==> src/rtl/template_pkg.sv <==
// rtl/template_pkg.sv - beat geometry and payload type shared by the packer and the beat counter
package template_pkg;
  localparam int LANES      = 2;
  localparam int ADDR_WIDTH = 8;
  localparam int CNT_WIDTH  = 4;
  localparam logic [CNT_WIDTH-1:0] CNT_END = 4'd15;

  typedef struct packed {
    logic [LANES-1:0]                 vld;
    logic [LANES-1:0][ADDR_WIDTH-1:0] addr;
  } info_t;
endpackage

==> src/rtl/info_packer_pkg.sv <==
// rtl/info_packer_pkg.sv - packer-local state type and lane index width
package info_packer_pkg;
  import template_pkg::*;

  typedef enum logic {FILL, GAP} packer_state_e;

  localparam int LANE_WIDTH = (LANES > 1) ? $clog2(LANES) : 1;
endpackage

==> src/rtl/info_packer_if.sv <==
// rtl/info_packer_if.sv - request, flush, beat and frame signals between packer and its neighbours
interface info_packer_if;
  import template_pkg::*;

  logic                  req_valid;
  logic                  req_ready;
  logic [ADDR_WIDTH-1:0] req_addr;
  logic                  flush;
  logic                  end_cnt;
  logic                  flag_cnt;
  info_t                 info;
  logic                  busy;

  modport master (
    output req_valid, req_addr, flush, end_cnt,
    input  req_ready, flag_cnt, info, busy
  );

  modport slave (
    input  req_valid, req_addr, flush, end_cnt,
    output req_ready, flag_cnt, info, busy
  );
endinterface

==> src/rtl/info_packer_gap_timer.sv <==
// rtl/info_packer_gap_timer.sv - loadable down-counter with done flag (gap and idle timeout)
module packer_gap_timer #(
  parameter int WIDTH = 2
) (
  input  logic             clk,
  input  logic             rst,
  input  logic             load,
  input  logic [WIDTH-1:0] load_val,
  input  logic             en,
  output logic             done
);
  logic [WIDTH-1:0] count;

  always_ff @(posedge clk) begin
    if (rst) begin
      count <= '0;
    end else if (load) begin
      count <= load_val;
    end else if (en && count != '0) begin
      count <= count - 1'b1;
    end
  end

  assign done = (count == '0);
endmodule

==> src/rtl/info_packer.sv <==
// rtl/info_packer.sv - packs single-address requests into info_t beats with an inter-frame gap
// Optional idle auto-flush of partial beats: INFO_PACKER_TIMEOUT_EN.
module info_packer
  import template_pkg::*;
  import info_packer_pkg::*;
#(
  parameter int GAP_CYCLES = 3,
  parameter int TIMEOUT    = 8
) (
  input  logic         clk,
  input  logic         rst,
  info_packer_if.slave bus
);
  localparam int GW = (GAP_CYCLES > 0) ? $clog2(GAP_CYCLES + 1) : 1;

  packer_state_e         state, state_nxt;
  info_t                 staging, stage_nxt, info_q;
  logic [LANE_WIDTH-1:0] lane;
  logic                  flag_q, ready_q, pending_flush;
  logic                  accept, staged_any, full, emit;
  logic                  gap_start, gap_done, timeout_flush;

  assign accept     = bus.req_valid & ready_q;
  assign staged_any = |staging.vld;
  assign full       = accept && (lane == LANE_WIDTH'(LANES - 1));
  assign gap_start  = (state == FILL) && bus.end_cnt && (GAP_CYCLES > 0);

  // Partial emits only happen in FILL; a flush seen during GAP is replayed via pending_flush.
  assign emit = full || ((state == FILL) &&
                ((bus.flush && (staged_any || accept)) ||
                 (pending_flush && staged_any) || timeout_flush));

  always_comb begin
    stage_nxt = staging;
    if (accept) begin
      stage_nxt.vld[lane]  = 1'b1;
      stage_nxt.addr[lane] = bus.req_addr;
    end
  end

  always_comb begin
    state_nxt = state;
    case (state)
      FILL:    if (gap_start) state_nxt = GAP;
      GAP:     if (gap_done)  state_nxt = FILL;
      default: state_nxt = FILL;
    endcase
  end

  packer_gap_timer #(.WIDTH(GW)) u_gap_timer (
    .clk      (clk),
    .rst      (rst),
    .load     (gap_start),
    .load_val (GW'(GAP_CYCLES - 1)),
    .en       (state == GAP),
    .done     (gap_done)
  );

`ifdef INFO_PACKER_TIMEOUT_EN
  localparam int TW = (TIMEOUT > 1) ? $clog2(TIMEOUT) : 1;
  logic timeout_done, idle_staged;

  assign idle_staged = (state == FILL) && staged_any && !accept;

  packer_gap_timer #(.WIDTH(TW)) u_timeout_timer (
    .clk      (clk),
    .rst      (rst),
    .load     (accept || emit),
    .load_val (TW'(TIMEOUT - 1)),
    .en       (idle_staged),
    .done     (timeout_done)
  );

  assign timeout_flush = idle_staged && timeout_done;
`else
  assign timeout_flush = 1'b0;
`endif

  always_ff @(posedge clk) begin
    if (rst) begin
      state         <= FILL;
      ready_q       <= 1'b0;
      flag_q        <= 1'b0;
      info_q        <= '0;
      staging       <= '0;
      lane          <= '0;
      pending_flush <= 1'b0;
    end else begin
      state   <= state_nxt;
      ready_q <= (state_nxt == FILL);
      flag_q  <= emit;
      if (emit) begin
        info_q  <= stage_nxt;
        staging <= '0;
        lane    <= '0;
      end else begin
        staging <= stage_nxt;
        if (accept) lane <= lane + 1'b1;
      end
      if (state == GAP && bus.flush) pending_flush <= 1'b1;
      else if (state == FILL)        pending_flush <= 1'b0;
    end
  end

  assign bus.req_ready = ready_q;
  assign bus.flag_cnt  = flag_q;
  assign bus.info      = info_q;
  assign bus.busy      = staged_any || (state == GAP);
endmodule

==> src/flat_wrapper.sv <==
// flat-port wrapper written by rule: the top's interface ports become plain ports
module info_packer_flat import template_pkg::*; import info_packer_pkg::*;
#(
  parameter int GAP_CYCLES = 3,
  parameter int TIMEOUT    = 8
)
  (clk, rst, bus_req_valid, bus_req_addr, bus_flush, bus_end_cnt, bus_req_ready, bus_flag_cnt, bus_info, bus_busy);
  info_packer_if bus_i ();
  input  logic clk;
  input  logic rst;
  input wire logic [$bits(bus_i.req_valid)-1:0] bus_req_valid;
  input wire logic [$bits(bus_i.req_addr)-1:0] bus_req_addr;
  input wire logic [$bits(bus_i.flush)-1:0] bus_flush;
  input wire logic [$bits(bus_i.end_cnt)-1:0] bus_end_cnt;
  output wire logic [$bits(bus_i.req_ready)-1:0] bus_req_ready;
  output wire logic [$bits(bus_i.flag_cnt)-1:0] bus_flag_cnt;
  output wire logic [$bits(bus_i.info)-1:0] bus_info;
  output wire logic [$bits(bus_i.busy)-1:0] bus_busy;
  assign bus_i.req_valid = bus_req_valid;
  assign bus_i.req_addr = bus_req_addr;
  assign bus_i.flush = bus_flush;
  assign bus_i.end_cnt = bus_end_cnt;
  assign bus_req_ready = bus_i.req_ready;
  assign bus_flag_cnt = bus_i.flag_cnt;
  assign bus_info = bus_i.info;
  assign bus_busy = bus_i.busy;
  info_packer #(.GAP_CYCLES(GAP_CYCLES), .TIMEOUT(TIMEOUT)) u_core (.clk(clk), .rst(rst), .bus(bus_i));
endmodule
==> config.mk <==
export PLATFORM = sky130hd
export DESIGN_NAME = info_packer_flat
export DESIGN_NICKNAME = d
export VERILOG_FILES = /design/src/rtl/template_pkg.sv /design/src/rtl/info_packer_pkg.sv /design/src/rtl/info_packer_if.sv /design/src/rtl/info_packer_gap_timer.sv /design/src/rtl/info_packer.sv /design/src/flat_wrapper.sv
export SDC_FILE = /design/constraint.sdc
export NUM_CORES = 1
export LEC_CHECK = 0
export CAP_MARGIN = 0
export CORE_MARGIN = 10
export CORE_UTILIZATION = 40
export DETAILED_ROUTE_END_ITERATION = 8
export GPL_TIMING_DRIVEN = 0
export PLACE_DENSITY = 0.65
export SKIP_LAST_GASP = 1
export SYNTH_ARGS = -nofsm -noshare
export SYNTH_HDL_FRONTEND = slang
export SYNTH_HIERARCHICAL = 1
export SYNTH_SLANG_ARGS = --single-unit
==> constraint.sdc <==
create_clock -name clk -period 1.78 [get_ports clk]
set_input_delay 0.267 -clock clk [delete_from_list [all_inputs] [get_ports clk]]
set_output_delay 0.267 -clock clk [all_outputs]
set_load 0.03 [all_outputs]
==> run metrics <==
DP Worst Slack=-266 ps; Synth async-reset ratio=0; first-pass GRT wire length=6560 um; WP buf/inv=1; initial core utilization=0.415; status=finished clean; Mapped Nets=186; share of layout cells above drive strength 1=0.122; slew margin rel.=0.656; Final Setup Violations=0; kind of critical path=register to primary output; xor and xnor area share after synthesis=0.0105; global route total overflow=0; Final Instance Area=2150 um2; Layout Utilization=0.539; met3 WL=260 um; multi-input logic area=733 um2; CORE AREA=4000 um2; crit path launch=u_core/bus.req_ready; largest net degree at the start of global routing=13; clock latency on the worst-skew pair=290 ps; worst hold-check path type=register to register; P_leak=0.747 nW; min setup slack post-route=93.6 ps; CTS buffer count=5; I/O Buffers=33; row count=23; hold_sp=u_core/staging[11]; Filler Cells Inserted=367; Fin. Hold Viols=0; I/O pin total=34; Yosys reg bits=43; delay-heaviest family, CP=buffers and inverters; Seq/Total Area, Yosys=0.518; Switching Share=0.259; DR WL/cell=14.6 um; antenna violations before repair=0; mux contribution to synthesized area=0.0482; CP max stage cell=clkdlybuf4s50_1; maximum clock frequency=593 MHz; Nets=226; critical path required time=1510 ps; RSZ-0062 raised after global routing=yes; clock root buffer=clkbuf_8; complex-gate fraction of the synthesized area=0.146; switching pwr=0.531 mW; met2 WL=1800 um; area grow syn2layout=29.7%; maximum vdd drop=0.620 mV; Syn Area/Cell=9.66 um2; FF-to-FF Start=u_core/state; Critical Path Start Type=register; Metal-1 WL=1740 um; minimum clock period=1690 ps; yosys warns=6; total power=2.05 mW; commonest non-fill, non-tap cell in the layout=dfxtp_1; Slew @ Worst Pin=516 ps; drt drc=0; total track usage=0.112; internal power=1.52 mW; CTS max path bufs=2; DR pass1 iterations=4; Distinct cells, synth=35; Setup crit end kind=primary output; Detailed Route Iter0 Violations=90; Post-Synthesis Cells=172; DR top layer=met4; final slew viol count=0; period utilisation layout=0.947; final RePlAce weighted congestion=0.873; ANT cells=0; H-Tree Depth=2; Pwr Density=950 nW/um2; Reg area=861 um2; Syn Std Cell Area=1660 um2; Adder-Cell Fraction of Synth Area=0.00753; Worst EP arrival=1420 ps; Worst Skew=3.07 ps; number of max-cap violations=0; Clk pwr share=0.321; HPWL after DPL=2880 um; clk slew on worst S/H paths=70 ps; width of the die=84.5 um; logic gate share of total power=0.173; vias per inst=5.07; largest family of logic cells by synthesized area=simple AND/OR/NAND/NOR gates; most frequent cells in the layout=dfxtp_1 (43), clkdlybuf4s50_1 (32), nor2_1 (30); Post-synth EDFFs=0; TritonCTS Sinks=43; worst-path maximum fanout=5; Routed WL=3840 um; simple-gate share of the synthesized area=0.221; via count=1334; Post-CTS Setup Inserts=0; sequential power share=0.507; crit path cell chain=clkdlybuf4s50_1; die area=7130 um2; critical path's largest stage delay=710 ps; Die Span Y=84.5 um; Main synth FF type=dfxtp_1; Placed Area=2050 um2; ANT nets after route=0; CTS tree=built; vias in the first global route=1403
==> through the flow <==
stage / setup TNS (ps) / std cells / hold WS [ps]
after floorplan: 0 / 172 / 332
after global placement: -5420 / 255 / 441
after detailed placement: -6640 / 255 / 445
after CTS: 0 / 263 / 469
after global routing: -52.4 / 263 / 487
final: 0 / 263 / 465
==> cells in the mapped netlist, drive strengths merged (2+ instances only) <==
| cell type | instances | area share |
|---|---|---|
| conb | 2 | 0.0045 |
| or3 | 2 | 0.0075 |
| mux2i | 8 | 0.048 |
| a21oi | 4 | 0.012 |
| nor2 | 31 | 0.075 |
| nand2 | 18 | 0.041 |
| inv | 4 | 0.0090 |
| clkbuf | 4 | 0.0090 |
| nor3 | 3 | 0.012 |
| nand2b | 2 | 0.0075 |
| a211oi | 12 | 0.060 |
| a311oi | 8 | 0.053 |
| dfxtp | 43 | 0.52 |
| buf | 6 | 0.026 |
| nor2b | 4 | 0.020 |
| and2 | 8 | 0.030 |
==> power groups by stage <==
stage	combinational [mW]	sequential, mW	clock (mW)
after global routing	0.387	1.04	0.719
after global placement	0.351	1.06	0
final	0.354	1.04	0.656
after floorplan	0.165	1.11	0
after detailed placement	0.358	1.06	0
after CTS	0.359	1.04	0.678
==> cell type report <==
| class | count | share of cell area |
|---|---|---|
| buffer | 10 | 0.0267 |
| clock buffer | 8 | 0.0465 |
| inverter | 4 | 0.00697 |
| multi-input combinational | 115 | 0.340 |
| sequential | 43 | 0.400 |
| tap | 50 | 0.0290 |
| timing repair buffer | 33 | 0.151 |
==> timing repair <==
| action | in CTS | in global routing |
|---|---|---|
| endpoints found under the hold margin | 0 | 0 |
| pin swaps | 0 | 1 |
| resized for setup | 3 | 3 |
| hold buffers | 0 | 0 |
| endpoints found under the setup margin | 1 | 19 |
==> cell families after synthesis <==
kind of cell,Yosys count
compound gates,28
mux,8
flops,43
fa+ha+maj,1
xor+xnor,2
other cells,2
simple gates,74
buf+inv,14
==> flip-flops by register name, indices dropped and copies added (netlist names) <==
name,flops
u_core/u_gap_timer/count,2
u_core/pending_flush,1
u_core/bus.req_ready,1
u_core/lane,1
u_core/staging,18
u_core/bus.flag_cnt,1
u_core/bus.info,18
u_core/state,1
==> final timing paths <==
path	end	slack [ps]	cells after the start
max reg2reg	u_core/bus.info[6]	160	6
max	bus_req_ready	90	1
min	u_core/staging[11]	470	1
min reg2reg	u_core/staging[11]	470	1
==> metal layers <==
metal,up-vias,global-route usage
li1,664,-
met5,-,0
met2,36,0.169
met3,5,0.0502
met4,0,0.0419
met1,629,0.136
Power figures use the tool's default switching activity.
